===== src/rtl/cpu_pkg.sv =====
`default_nettype none
// ============================================================================
// Module   : cpu_pkg
// Brief    : Opcodes, flag indices and EX/MEM stage state encoding.
// Revision : 1.0
// ============================================================================
package cpu_pkg;

    localparam logic [3:0] OP_ADD    = 4'h0;
    localparam logic [3:0] OP_SUB    = 4'h1;
    localparam logic [3:0] OP_XOR    = 4'h2;
    localparam logic [3:0] OP_RED    = 4'h3;
    localparam logic [3:0] OP_SLL    = 4'h4;
    localparam logic [3:0] OP_SRA    = 4'h5;
    localparam logic [3:0] OP_ROR    = 4'h6;
    localparam logic [3:0] OP_PADDSB = 4'h7;
    localparam logic [3:0] OP_LW     = 4'h8;
    localparam logic [3:0] OP_SW     = 4'h9;
    localparam logic [3:0] OP_LHB    = 4'hA;
    localparam logic [3:0] OP_LLB    = 4'hB;
    localparam logic [3:0] OP_B      = 4'hC;
    localparam logic [3:0] OP_BR     = 4'hD;
    localparam logic [3:0] OP_PCS    = 4'hE;
    localparam logic [3:0] OP_HLT    = 4'hF;

    localparam int FLAG_Z = 0;
    localparam int FLAG_V = 1;
    localparam int FLAG_N = 2;

    typedef enum logic [0:0] {
        RUN    = 1'b0,
        HALTED = 1'b1
    } state_t;

endpackage
`default_nettype wire


===== src/rtl/ex_mem_stage_if.sv =====
`default_nettype none
// ============================================================================
// Module   : ex_mem_stage_if
// Brief    : EX-side inputs and MEM-side registered outputs of the EX/MEM stage.
// Revision : 1.0
// ============================================================================
interface ex_mem_stage_if #(
    parameter int DW = 16,
    parameter int RW = 4
);
    logic          stall;
    logic          flush;
    logic          in_valid;
    logic [3:0]    opcode;
    logic [DW-1:0] alu_result;
    logic          alu_ovfl;
    logic [DW-1:0] st_data;
    logic [RW-1:0] dst_reg;
    logic          reg_wr;
    logic          mem_wr;
    logic          mem_rd;

    logic          out_valid;
    logic [DW-1:0] out_result;
    logic [DW-1:0] out_st_data;
    logic [RW-1:0] out_dst_reg;
    logic          out_reg_wr;
    logic          out_mem_wr;
    logic          out_mem_rd;
    logic          flag_z;
    logic          flag_v;
    logic          flag_n;
    logic          halted;

    modport slave (
        input  stall, flush, in_valid, opcode, alu_result, alu_ovfl,
               st_data, dst_reg, reg_wr, mem_wr, mem_rd,
        output out_valid, out_result, out_st_data, out_dst_reg,
               out_reg_wr, out_mem_wr, out_mem_rd,
               flag_z, flag_v, flag_n, halted
    );

    modport master (
        output stall, flush, in_valid, opcode, alu_result, alu_ovfl,
               st_data, dst_reg, reg_wr, mem_wr, mem_rd,
        input  out_valid, out_result, out_st_data, out_dst_reg,
               out_reg_wr, out_mem_wr, out_mem_rd,
               flag_z, flag_v, flag_n, halted
    );
endinterface
`default_nettype wire


===== src/rtl/flag_unit.sv =====
`default_nettype none
// ============================================================================
// Module   : flag_unit
// Brief    : Per-opcode Z/V/N update enables and next values.
// Revision : 1.0
// ============================================================================
module flag_unit
    import cpu_pkg::*;
#(
    parameter int DW = 16
) (
    input  wire logic [3:0]    opcode,
    input  wire logic [DW-1:0] aluResult,
    input  wire logic          aluOvfl,
    output logic      [2:0]    flagEn,
    output logic      [2:0]    flagVal
);

    always_comb begin
        flagEn          = 3'b000;
        flagVal         = 3'b000;
        flagVal[FLAG_Z] = (aluResult == '0);
        flagVal[FLAG_V] = aluOvfl;
        flagVal[FLAG_N] = aluResult[DW-1];
        case (opcode)
            OP_ADD, OP_SUB:                 flagEn = 3'b111;
            OP_XOR, OP_SLL, OP_SRA, OP_ROR: flagEn[FLAG_Z] = 1'b1;
            default:                        flagEn = 3'b000;
        endcase
    end

endmodule
`default_nettype wire


===== src/rtl/ex_mem_stage.sv =====
`default_nettype none
// ============================================================================
// Module   : ex_mem_stage
// Brief    : EX/MEM pipeline register with Z/V/N flag register and halt FSM.
// Revision : 1.0
// ============================================================================
module ex_mem_stage
    import cpu_pkg::*;
#(
    parameter int DW = 16,
    parameter int RW = 4
) (
    input wire logic      clk,
    input wire logic      rst,
    ex_mem_stage_if.slave bus
);

    state_t        r_state;
    state_t        w_nextState;
    logic          w_accept;
    logic          w_isHlt;
    logic [2:0]    w_flagEn;
    logic [2:0]    w_flagVal;

    logic          r_valid;
    logic [DW-1:0] r_result;
    logic [DW-1:0] r_stData;
    logic [RW-1:0] r_dstReg;
    logic          r_regWr;
    logic          r_memWr;
    logic          r_memRd;
    logic [2:0]    r_flags;

    assign w_isHlt  = (bus.opcode == OP_HLT);
    assign w_accept = bus.in_valid & ~bus.flush & ~bus.stall & (r_state == RUN);

    flag_unit #(.DW(DW)) u_flagUnit (
        .opcode    (bus.opcode),
        .aluResult (bus.alu_result),
        .aluOvfl   (bus.alu_ovfl),
        .flagEn    (w_flagEn),
        .flagVal   (w_flagVal)
    );

    always_ff @(posedge clk or posedge rst) begin
        if (rst) r_state <= RUN;
        else     r_state <= w_nextState;
    end

    always_comb begin
        w_nextState = r_state;
        if (w_accept && w_isHlt) w_nextState = HALTED;
    end

    // Flush beats stall; a non-accepted, non-stalled cycle becomes a bubble.
    always_ff @(posedge clk or posedge rst) begin
        if (rst) begin
            r_valid  <= 1'b0;
            r_result <= '0;
            r_stData <= '0;
            r_dstReg <= '0;
            r_regWr  <= 1'b0;
            r_memWr  <= 1'b0;
            r_memRd  <= 1'b0;
        end else if (w_accept) begin
            r_valid  <= 1'b1;
            r_result <= bus.alu_result;
            r_stData <= bus.st_data;
            r_dstReg <= bus.dst_reg;
            r_regWr  <= bus.reg_wr & ~w_isHlt;
            r_memWr  <= bus.mem_wr & ~w_isHlt;
            r_memRd  <= bus.mem_rd & ~w_isHlt;
        end else if (bus.flush || !bus.stall) begin
            r_valid  <= 1'b0;
            r_regWr  <= 1'b0;
            r_memWr  <= 1'b0;
            r_memRd  <= 1'b0;
        end
    end

    always_ff @(posedge clk or posedge rst) begin
        if (rst)           r_flags <= 3'b000;
        else if (w_accept) r_flags <= (r_flags & ~w_flagEn) | (w_flagVal & w_flagEn);
    end

    assign bus.out_valid   = r_valid;
    assign bus.out_result  = r_result;
    assign bus.out_st_data = r_stData;
    assign bus.out_dst_reg = r_dstReg;
    assign bus.out_reg_wr  = r_regWr;
    assign bus.out_mem_wr  = r_memWr;
    assign bus.out_mem_rd  = r_memRd;
    assign bus.flag_z      = r_flags[FLAG_Z];
    assign bus.flag_v      = r_flags[FLAG_V];
    assign bus.flag_n      = r_flags[FLAG_N];
    assign bus.halted      = (r_state == HALTED);

endmodule
`default_nettype wire

===== src/flat_wrapper.sv =====
// flat-port wrapper written by rule: the top's interface ports become plain ports
module ex_mem_stage_flat import cpu_pkg::*;
#(
    parameter int DW = 16,
    parameter int RW = 4
)
  (clk, rst, bus_stall, bus_flush, bus_in_valid, bus_opcode, bus_alu_result, bus_alu_ovfl, bus_st_data, bus_dst_reg, bus_reg_wr, bus_mem_wr, bus_mem_rd, bus_out_valid, bus_out_result, bus_out_st_data, bus_out_dst_reg, bus_out_reg_wr, bus_out_mem_wr, bus_out_mem_rd, bus_flag_z, bus_flag_v, bus_flag_n, bus_halted);
  ex_mem_stage_if #(.DW(DW), .RW(RW)) bus_i ();
  input wire logic clk;
  input wire logic rst;
  input wire logic [$bits(bus_i.stall)-1:0] bus_stall;
  input wire logic [$bits(bus_i.flush)-1:0] bus_flush;
  input wire logic [$bits(bus_i.in_valid)-1:0] bus_in_valid;
  input wire logic [$bits(bus_i.opcode)-1:0] bus_opcode;
  input wire logic [$bits(bus_i.alu_result)-1:0] bus_alu_result;
  input wire logic [$bits(bus_i.alu_ovfl)-1:0] bus_alu_ovfl;
  input wire logic [$bits(bus_i.st_data)-1:0] bus_st_data;
  input wire logic [$bits(bus_i.dst_reg)-1:0] bus_dst_reg;
  input wire logic [$bits(bus_i.reg_wr)-1:0] bus_reg_wr;
  input wire logic [$bits(bus_i.mem_wr)-1:0] bus_mem_wr;
  input wire logic [$bits(bus_i.mem_rd)-1:0] bus_mem_rd;
  output wire logic [$bits(bus_i.out_valid)-1:0] bus_out_valid;
  output wire logic [$bits(bus_i.out_result)-1:0] bus_out_result;
  output wire logic [$bits(bus_i.out_st_data)-1:0] bus_out_st_data;
  output wire logic [$bits(bus_i.out_dst_reg)-1:0] bus_out_dst_reg;
  output wire logic [$bits(bus_i.out_reg_wr)-1:0] bus_out_reg_wr;
  output wire logic [$bits(bus_i.out_mem_wr)-1:0] bus_out_mem_wr;
  output wire logic [$bits(bus_i.out_mem_rd)-1:0] bus_out_mem_rd;
  output wire logic [$bits(bus_i.flag_z)-1:0] bus_flag_z;
  output wire logic [$bits(bus_i.flag_v)-1:0] bus_flag_v;
  output wire logic [$bits(bus_i.flag_n)-1:0] bus_flag_n;
  output wire logic [$bits(bus_i.halted)-1:0] bus_halted;
  assign bus_i.stall = bus_stall;
  assign bus_i.flush = bus_flush;
  assign bus_i.in_valid = bus_in_valid;
  assign bus_i.opcode = bus_opcode;
  assign bus_i.alu_result = bus_alu_result;
  assign bus_i.alu_ovfl = bus_alu_ovfl;
  assign bus_i.st_data = bus_st_data;
  assign bus_i.dst_reg = bus_dst_reg;
  assign bus_i.reg_wr = bus_reg_wr;
  assign bus_i.mem_wr = bus_mem_wr;
  assign bus_i.mem_rd = bus_mem_rd;
  assign bus_out_valid = bus_i.out_valid;
  assign bus_out_result = bus_i.out_result;
  assign bus_out_st_data = bus_i.out_st_data;
  assign bus_out_dst_reg = bus_i.out_dst_reg;
  assign bus_out_reg_wr = bus_i.out_reg_wr;
  assign bus_out_mem_wr = bus_i.out_mem_wr;
  assign bus_out_mem_rd = bus_i.out_mem_rd;
  assign bus_flag_z = bus_i.flag_z;
  assign bus_flag_v = bus_i.flag_v;
  assign bus_flag_n = bus_i.flag_n;
  assign bus_halted = bus_i.halted;
  ex_mem_stage #(.DW(DW), .RW(RW)) u_core (.clk(clk), .rst(rst), .bus(bus_i));
endmodule

===== config.mk =====
export PLATFORM = sky130hd
export DESIGN_NAME = ex_mem_stage_flat
export DESIGN_NICKNAME = d
export VERILOG_FILES = /design/src/rtl/cpu_pkg.sv /design/src/rtl/ex_mem_stage_if.sv /design/src/rtl/flag_unit.sv /design/src/rtl/ex_mem_stage.sv /design/src/flat_wrapper.sv
export SDC_FILE = /design/constraint.sdc
export NUM_CORES = 1
export LEC_CHECK = 0
export CAP_MARGIN = 30
export CORE_MARGIN = 2
export CORE_UTILIZATION = 35
export CTS_CLUSTER_DIAMETER = 120
export DETAILED_ROUTE_END_ITERATION = 10
export GPL_ROUTABILITY_DRIVEN = 0
export PLACE_DENSITY = 0.82
export SLEW_MARGIN = 20
export SYNTH_ARGS = -nofsm -noshare
export SYNTH_HDL_FRONTEND = slang
export SYNTH_SLANG_ARGS = --single-unit

===== constraint.sdc =====
create_clock -name clk -period 4.04 [get_ports clk]
set_clock_uncertainty 0.1 [all_clocks]
set_input_delay 0.808 -clock clk [delete_from_list [all_inputs] [get_ports clk]]
set_output_delay 0.808 -clock clk [all_outputs]
set_load 0.005 [all_outputs]

Word-level counts from Yosys, hierarchy flattened --
Index checks and enable logic that the tools add are counted.
Word-level totals: output and inout port bits 44, flip-flop bits (word level) 44, logic and storage cells 44
Operators by class: equal/unequal tests 6, reduce and logical (&&, ||, !) cells 8, bitwise gates (word level) 14, mux-type cells 7
Operators with widths (number):
- logical NOT 16 bit | 1
- equality test 4 x 3 -> 1 bit, second input constant | 3
- AND 1 bit | 6
- AND 3 bit | 2
- 2-to-1 mux 1 bit | 6
- OR reduction 6 bit | 1
- equality test 4 x 1 -> 1 bit, second input constant | 1
- equality test 4 x 2 -> 1 bit, second input constant | 1
- equality test 4 bit, second input constant | 1
- logical NOT 4 bit | 1
- inverter 1 bit | 4
- inverter 3 bit | 1
- bitwise OR 3 bit | 1
- 2-to-1 mux 2 bit | 1
- nonzero test 2 bit | 1
- OR reduction 2 bit | 1
- logical AND 1 bit | 1
- logical NOT 1 bit | 1
- logical OR 1 bit | 1

Longest topological paths before layout --
Gate-level depths: netlist of the first run.
depth after elaboration 6, gate-level depth with buffers 5, mapped depth without buffers 3

Modules after synthesis --
Synthesis of the first run repeated with hierarchy kept, for this count alone.
Unflattened totals: cell total of the unflattened synthesis 112, area total of the unflattened synthesis 1747.9 sq um
Modules (own cells, without submodules):
- ex_mem_stage | area each 1681.6 sq um, cells an instance 102, times used 1, seq. area each 1101.1 sq um
- flag_unit | area each 66.3 sq um, cells an instance 10, times used 1, seq. area each 0.0 sq um

Least setup slack after synthesis of the first run --
Ideal clock, no wire load.
path kind input port to flip-flop, start point input port bus_flush, end point register with a tool-made name, buffers on the path 0, cell stages on the path 3, arrival 1888 ps, setup time 125 ps, setup slack 1927 ps, cells stage by stage or4b_4 nor4_4 mux2_2
RTL lines:
- from (decl) | RTL line flat_wrapper.sv:12 | input wire logic [$bits(bus_i.flush)-1:0] bus_flush;

==> qor.csv, run 1 <==
metric,value,unit
Tightest Pin Transition,558.7,ps
root buffer cell,clkbuf_8,
PnR worst setup slack,1417,ps
Avg WL per Cell,12.23,um
DP Area,2725,um^2
DP HPWL,3072,um
routed vias,1520,
Hold Path Sink,u_core.bus.out_st_data[7],
"Distinct cells, synth",18,
Crit path max-delay family,simple AND/OR/NAND/NOR gates,
status,"complete, no violations",
placed insts,336,
input/output buffers,92,
final setup vio count,0,
Ys Warns,0,
number of post-CTS setup repair buffers,0,
ratio of cells with drive above 1 in the final layout,0.06115,
Setup TNS Final,0,ps
Worst-path clk slew,80,ps
Die Y,74.54,um
Die W,74.54,um
Mapped Nets,231,
Post-Synth Simple-Gate Area,0.3003,
cells after synthesis,182,
ANT nets after route,0,
Crit. End Element,flip-flop,
RSZ-0062 raised after global routing,no,
Rows,25,
PD cells,413.0,nW/um^2
mux cell area share after synthesis,0.01868,
Hold Crit Depth,2,
startpoint of the worst hold path,u_core.bus.out_st_data[7],
Worst setup SP type,input pin,
CTS tree,done,
"commonest non-fill, non-tap cell in the layout",nand2_1,
maximum clock rate,0.3813,GHz
GR Overflow Total,0,
largest family of logic cells by synthesized area,simple AND/OR/NAND/NOR gates,
Util after Layout,0.6055,
Max Cap Violations,0,
clk sinks,44,
Syn-to-layout area delta,65.30,%
vias in the first global route,1470,
peak supply drop,0.0002325,V
Rel. slew slack,0.6260,
final instance area,2879,um^2
initial antenna violation count,0,
CTS max path bufs,2,
CORE AREA,4755,um^2
I/O pins,93,
period utilisation layout,0.6492,
crit path DAT,2700,ps
Tmin final,2623,ps
Compound-Gate Fraction of Synth Area,0.02371,
Layout Nets,326,
Max Transition Viols Final,0,
drt pass-1 iters,4,
post-CTS sizing,0,
"Seq/Total Area, Yosys",0.6322,
Die ar.,5556,um^2
total CTS buffers,5,
GRT Total Usage,0.1599,
layout filler cell count,412,
Design Power,1.189,mW
DR vias/cell,4.406,
CP bufs+invs,1,
Worst EP required,4120,ps
R2R setup slack,2030,ps
final WL,4221,um
Reg-to-Reg Start,u_core.bus.halted,
Final Hold Violating Endpoints,0,
Hold Path Class,reg -> reg,
Synth Area in Adders,0,
initial core utilization,0.3663,
critical path class,in -> reg,
Post-Synth XOR/XNOR Area,0,
antenna cells,0,
first-pass GRT wire length,6589,um
R2R depth,3,
CP Cell Sequence,clkdlybuf4s50_1 -> or4b_4 -> nor4_4 -> mux2_2,
Yosys reg bits,44,
Non-Filler Instances,345,
Worst-Skew Late Latency,290,ps
post-place setup slack,1087,ps
CP max FO,40,
leakage,1.360,nW
Crit-path slowest cell,or4b_4,
synthesized area per cell,9.570,um^2
Post-CTS Hold Buffers,0,
largest net degree at the start of global routing,45,
Iteration-0 DRC Markers,49,
CTS H-tree depth,2,
Remaining DRCs,0,
hold slack,373.7,ps
crit-path max cell delay,800,ps
most frequent cells in the layout,"nand2_1 (110), clkdlybuf4s50_1 (92), dfrtp_1 (44)",
Synth Cell Area,1742,um^2
[layout make-up]
class,count,area (um^2),share of cell area
Tap cell,67,83.83,0.02912
Inverter,2,7.507,0.002608
Clock buffer,7,96.34,0.03346
Clock inverter,1,30.03,0.01043
Multi-Input combinational cell,129,596.8,0.2073
Timing Repair Buffer,95,963.4,0.3346
Sequential cell,44,1101,0.3824
[routing by layer]
metal,GRT usage,up-vias,wire (um)
met5,0,-,0
met4,0.06151,0,65
met3,0.06775,7,388
met2,0.2498,61,1940
met1,0.1979,692,1826
li1,-,760,-
[worst reg2reg max path: cells and delay by family, from the launching register on]
kind	cells	cell delay (ps)
mux	1	360
simple gates	2	1000
flops	1	440
[power by group]
| part | total (mW) | switching, mW | internal [mW] |
|---|---|---|---|
| combinational | 0.282 | 0.0971 | 0.185 |
| sequential | 0.543 | 0.0367 | 0.507 |
| clock | 0.363 | 0.145 | 0.218 |
| total | 1.19 | 0.279 | 0.910 |
[synth_stat cells]
library cell / count / area (um^2)
nand2_1: 110 / 412.9
dfrtp_1: 44 / 1101
clkbuf_1: 4 / 15.01
nor4_1: 4 / 25.02
a22o_1: 3 / 26.28
buf_2: 2 / 10.01
inv_1: 2 / 7.510
mux2_2: 2 / 22.52
nand4_1: 2 / 12.51
a211oi_1: 1 / 7.510
and2_1: 1 / 6.260
and2b_1: 1 / 7.510
buf_6: 1 / 11.26
mux2i_1: 1 / 10.01
nor4_4: 1 / 21.27
nor4b_4: 1 / 23.77
o21bai_1: 1 / 7.510
or4b_4: 1 / 13.76
[kinds of logic after synthesis]
logic type / after synthesis
buf+inv: 9
simple gates: 121
mux: 3
compound gates: 5
flops: 44
[worst max-delay path by stage]
| stage | from | to | slack, ps | cells after the start |
|---|---|---|---|---|
| after CTS | bus_flush | flip-flop | 1400 | 4 |
| after global placement | bus_flush | flip-flop | 1130 | 4 |
| final | bus_flush | flip-flop | 1420 | 4 |
| after detailed placement | bus_flush | flip-flop | 1090 | 4 |
| after global routing | bus_flush | flip-flop | 1340 | 4 |
| after floorplan | bus_flush | flip-flop | 1930 | 3 |
Note: power is estimated with default switching activity, not from simulation.
==> run 2: changes to the inputs <==
--- a/config.mk
+++ b/config.mk
@@ -11,7 +11,7 @@
 export CTS_CLUSTER_DIAMETER = 120
 export DETAILED_ROUTE_END_ITERATION = 10
 export GPL_ROUTABILITY_DRIVEN = 0
-export PLACE_DENSITY = 0.82
+export PLACE_DENSITY = 0.85
 export SLEW_MARGIN = 20
 export SYNTH_ARGS = -nofsm -noshare
 export SYNTH_HDL_FRONTEND = slang
==> constraint.sdc (replaced) <==
create_clock -name clk -period 2.2 [get_ports clk]
set_clock_uncertainty 0.1 [all_clocks]
set_input_delay 0.44 -clock clk [delete_from_list [all_inputs] [get_ports clk]]
set_output_delay 0.44 -clock clk [all_outputs]
set_load 0.005 [all_outputs]
==> qor.csv, run 2 (same netlist as run 1, synthesis figures left out) <==
metric,value,unit,change
status,"complete, no violations",,
met1 WL,1743,um,-4.5%
DR WL met3,215,um,-45%
Rel. slew slack,0.7389,,+0.1130
"commonest non-fill, non-tap cell in the layout",nand2_1,,
GRT Total Usage,0.1736,,+0.01370
post-place setup slack,-30.99,ps,-1118 ps
number of post-CTS setup repair buffers,0,,unchanged
Reg-to-Reg Start,u_core.bus.halted,,
Non-Filler Instances,349,,+1.2%
CORE AREA,4755,um^2,unchanged
Iteration-0 DRC Markers,63,,+29%
Syn-to-layout area delta,67.31,%,
period utilisation layout,0.8743,,
total CTS buffers,5,,unchanged
initial antenna violation count,0,,unchanged
Die ar.,5556,um^2,unchanged
Die W,74.54,um,unchanged
Die Y,74.54,um,unchanged
initial core utilization,0.3663,,unchanged
Worst EP required,2270,ps,-1850 ps
Hold Path Class,in -> async,,
first-pass GRT wire length,7314,um,+11%
sw frac,0.2305,,-0.003897
Max Transition Viols Final,0,,unchanged
CTS H-tree depth,2,,unchanged
Worst setup SP type,input pin,,
most frequent cells in the layout,"nand2_1 (110), clkdlybuf4s50_1 (92), dfrtp_1 (44)",,
post-CTS sizing,0,,unchanged
CTS max path bufs,2,,unchanged
met2 WL,2409,um,+24%
P_sw,502.3,uW,+80%
DP HPWL,3455,um,+12%
CP max FO,4,,-90%
largest net degree at the start of global routing,38,,-16%
crit path DAT,2000,ps,-700 ps
routed vias,1536,,+1.1%
maximum clock rate,0.5199,GHz,
Internal,1.677,mW,+84%
DR vias/cell,4.401,,-0.11%
Tmin final,1923,ps,
ratio of cells with drive above 1 in the final layout,0.07447,,+0.01332
Rows,25,,unchanged
Post-CTS Hold Buffers,0,,unchanged
clk sinks,44,,unchanged
input/output buffers,92,,unchanged
root buffer cell,clkbuf_8,,
Crit. End Element,flip-flop,,
Clk network pwr share,0.299,,-0.006
peak supply drop,0.0004233,V,+82%
Top Layer Used,met4,,
Final Hold Violating Endpoints,0,,unchanged
vias in the first global route,1634,,+11%
R2R depth,3,,unchanged
placed insts,341,,+1.5%
Worst-Skew Late Latency,280,ps,about the same
R2R setup slack,440,ps,-1590 ps
Tightest Pin Transition,388.0,ps,-170.7 ps
final setup vio count,0,,unchanged
antenna cells,0,,unchanged
I/O pins,93,,unchanged
layout filler cell count,405,,-1.7%
PD cells,747.8,nW/um^2,+81%
Setup TNS Final,0,ps,unchanged
Comb power frac,0.243,,+0.005
Layout Nets,330,,+1.2%
GR Overflow Total,0,,unchanged
RSZ-0062 raised after global routing,no,,
critical path class,in -> reg,,
leakage,1.379,nW,+1.4%
final WL,4423,um,+4.8%
PnR worst setup slack,276.6,ps,-1141 ps
CTS tree,done,,
drt pass-1 iters,4,,unchanged
ANT nets after route,0,,unchanged
Remaining DRCs,0,,unchanged
Max Cap Violations,0,,unchanged
sequential share of power,0.459,,+0.002
Worst-path clk slew,80,ps,about the same
Avg WL per Cell,12.67,um,+3.6%
Critical Path Start,bus_flush,,
## run 2: cell types whose count changed in the layout (fill, tap and decap cells not counted)
cell	before	now
buf_4	2	5
buf_12	0	2
buf_16	1	0
## run 2: how the worst max path moves through the flow
stage                     cells past startpoint        end  slack, ps
after detailed placement                      4  flip-flop        -30
after CTS                                     4  flip-flop        290
after floorplan                               3  flip-flop        450
after global placement                        4  flip-flop         -2
after global routing                          4  flip-flop        260
final                                         4  flip-flop        280
## run 2: worst max-delay path, stage by stage
cell and delay (ps):
clkdlybuf4s50_1 420, or4b_4 580, nor4_4 180, mux2_2 360
## run 2: area by class of cell
type / instances / area [um^2] / share of cell area
tap: 67 / 83.83 / 0.02877
sequential: 44 / 1101 / 0.3778
clock inverter: 1 / 30.03 / 0.01030
clock buffer: 7 / 96.34 / 0.03306
timing repair buffer: 99 / 998.5 / 0.3426
multi-input combinational: 129 / 596.8 / 0.2048
inverter: 2 / 7.507 / 0.002576
## run 2: stage by stage
step                area (um^2)  power (mW)    util  hold slack, ps
finish                     2914       2.179  0.6129           284.8
global route               2914       2.313  0.6129           297.8
CTS                        2914       2.214  0.6129           281.0
detailed placement         2788       1.552  0.5863           361.0
global placement           2788       1.533  0.5863           356.9
floorplan                  1742       1.154       -           366.7
## run 2: power groups by stage
stage               clock network [mW]  logic [mW]  registers (mW)
finish                           0.651       0.529           0.999
CTS                              0.673       0.540            1.00
floorplan                            0       0.132            1.02
global placement                     0       0.523            1.01
detailed placement                   0       0.538            1.01
global route                     0.713       0.585            1.01
## run 2: routing by layer
metal | vias up | track usage
met2 | 48 | 0.3137
met5 | - | 0
met4 | 0 | 0.06151
met3 | 4 | 0.04878
li1 | 766 | -
met1 | 718 | 0.1953
==> run 3: changes to the inputs <==
--- a/config.mk
+++ b/config.mk
@@ -10,8 +10,10 @@
 export CORE_UTILIZATION = 35
 export CTS_CLUSTER_DIAMETER = 120
 export DETAILED_ROUTE_END_ITERATION = 10
+export DONT_BUFFER_PORTS = 1
 export GPL_ROUTABILITY_DRIVEN = 0
-export PLACE_DENSITY = 0.85
+export HOLD_SLACK_MARGIN = 0.06
+export PLACE_DENSITY = 0.58
 export SLEW_MARGIN = 20
 export SYNTH_ARGS = -nofsm -noshare
 export SYNTH_HDL_FRONTEND = slang
==> constraint.sdc (replaced) <==
create_clock -name clk -period 1.95 [get_ports clk]
set_clock_uncertainty 0.1 [all_clocks]
set_input_delay 0.39 -clock clk [delete_from_list [all_inputs] [get_ports clk]]
set_output_delay 0.39 -clock clk [all_outputs]
set_load 0.005 [all_outputs]
==> qor.csv, run 3 (same netlist as run 1, synthesis figures left out) <==
metric,value,unit,change
final WL,3753,um,-15%
PnR worst setup slack,204.9,ps,-71.67 ps
initial antenna violation count,0,,unchanged
Worst-path clk slew,80,ps,about the same
maximum clock rate,0.5730,GHz,
Avg WL per Cell,14.72,um,+16%
GRT Total Usage,0.1442,,-0.02940
Tmin final,1745,ps,
Rows,25,,unchanged
Iteration-0 DRC Markers,64,,+1.6%
Max Cap Violations,0,,unchanged
CTS max path bufs,2,,unchanged
vias in the first global route,1207,,-26%
Syn-to-layout area delta,10.63,%,
crit path DAT,1820,ps,-180 ps
CORE AREA,4755,um^2,unchanged
root buffer cell,clkbuf_8,,
peak supply drop,0.0002716,V,-36%
routed vias,1191,,-22%
leakage,0.9951,nW,-28%
most frequent cells in the layout,"nand2_1 (110), dfrtp_1 (44), clkbuf_8 (5)",,
post-place setup slack,203.8,ps,+234.8 ps
PD cells,968.6,nW/um^2,+30%
GR Overflow Total,0,,unchanged
Rel. slew slack,0.7194,,-0.01950
ratio of cells with drive above 1 in the final layout,0.09043,,+0.01596
Hold Path Class,in -> reg,,
Util after Layout,0.4053,,-0.2076
Design Power,1.866,mW,-14%
initial core utilization,0.3663,,unchanged
period utilisation layout,0.8949,,
Worst setup SP type,flip-flop,,
ANT nets after route,0,,unchanged
clk sinks,44,,unchanged
CP max FO,4,,unchanged
critical path class,reg -> reg,,
I/O pins,93,,unchanged
Die Y,74.54,um,unchanged
Die W,74.54,um,unchanged
layout filler cell count,485,,+20%
drt pass-1 iters,3,,-1
Crit. End Element,flip-flop,,
DP HPWL,2803,um,-19%
Setup TNS Final,0,ps,unchanged
RSZ-0062 raised after global routing,no,,
Max Transition Viols Final,0,,unchanged
Worst-Skew Late Latency,280,ps,about the same
CTS H-tree depth,2,,unchanged
"commonest non-fill, non-tap cell in the layout",nand2_1,,
status,"complete, no violations",,
area of the multi-input gates,596.8,um^2,unchanged
Remaining DRCs,0,,unchanged
first-pass GRT wire length,5996,um,-18%
Final Hold Violating Endpoints,0,,unchanged
hold slack,106.2,ps,-178.6 ps
Worst EP required,2020,ps,-250 ps
DR vias/cell,4.671,,+6.1%
Tightest Pin Transition,420.2,ps,+32.21 ps
post-CTS sizing,0,,unchanged
CTS tree,done,,
input/output buffers,0,,-100%
Reg area,1101,um^2,unchanged
antenna cells,0,,unchanged
final setup vio count,0,,unchanged
Layout Nets,237,,-28%
Die ar.,5556,um^2,unchanged
total CTS buffers,5,,unchanged
largest net degree at the start of global routing,27,,-29%
## run 3: where the power goes
group | internal (mW) | leakage, nW | switching, mW | total [mW]
clock | 0.244 | 0.0410 | 0.279 | 0.523
combinational | 0.0765 | 0.399 | 0.104 | 0.180
sequential | 1.05 | 0.555 | 0.112 | 1.16
total | 1.37 | 0.995 | 0.495 | 1.87
## run 3: per-layer routing
metal	share of wire	global-route usage
met5	0	0
met4	0.0091	0.05159
met3	0.086	0.06640
met2	0.51	0.2330
met1	0.40	0.1694
## run 3: critical path, cell delays in order, from the launching register on
cell     delay (ps)
dfrtp_1         440
or4b_4          540
nor4_4          190
mux2_2          370
## run 3: cell type report
| cell class | count | share of cell area |
|---|---|---|
| multi-input combinational | 129 | 0.3097 |
| clock inverter | 1 | 0.002597 |
| clock buffer | 6 | 0.03766 |
| inverter | 2 | 0.003896 |
| tap | 67 | 0.04351 |
| timing repair buffer | 6 | 0.03117 |
| sequential | 44 | 0.5714 |
## run 3: stage by stage
stage | instances | cell area [um^2]
finish | 255 | 1927
global route | 255 | 1927
CTS | 255 | 1927
detailed placement | 247 | 1839
global placement | 247 | 1839
floorplan | 182 | 1742
## run 3: final timing paths
check	start	to	slack, ps	depth (start not counted)
max	u_core.bus.halted	flip-flop	200	3
min	bus_st_data[9]	u_core.bus.out_st_data[9]	110	2
max reg2reg	u_core.bus.halted	flip-flop	200	3
min reg2reg	u_core.bus.out_result[11]	u_core.bus.out_result[11]	400	2
max in group asynchronous	rst	u_core.bus.out_st_data[0]	830	3
min in group asynchronous	rst	u_core.bus.out_st_data[8]	440	2
## run 3: timing repair
| action | CTS | global route |
|---|---|---|
| hold endpoints to repair | 18 | 0 |
| hold buffers | 1 | 0 |
| buffers inserted | 0 | 0 |
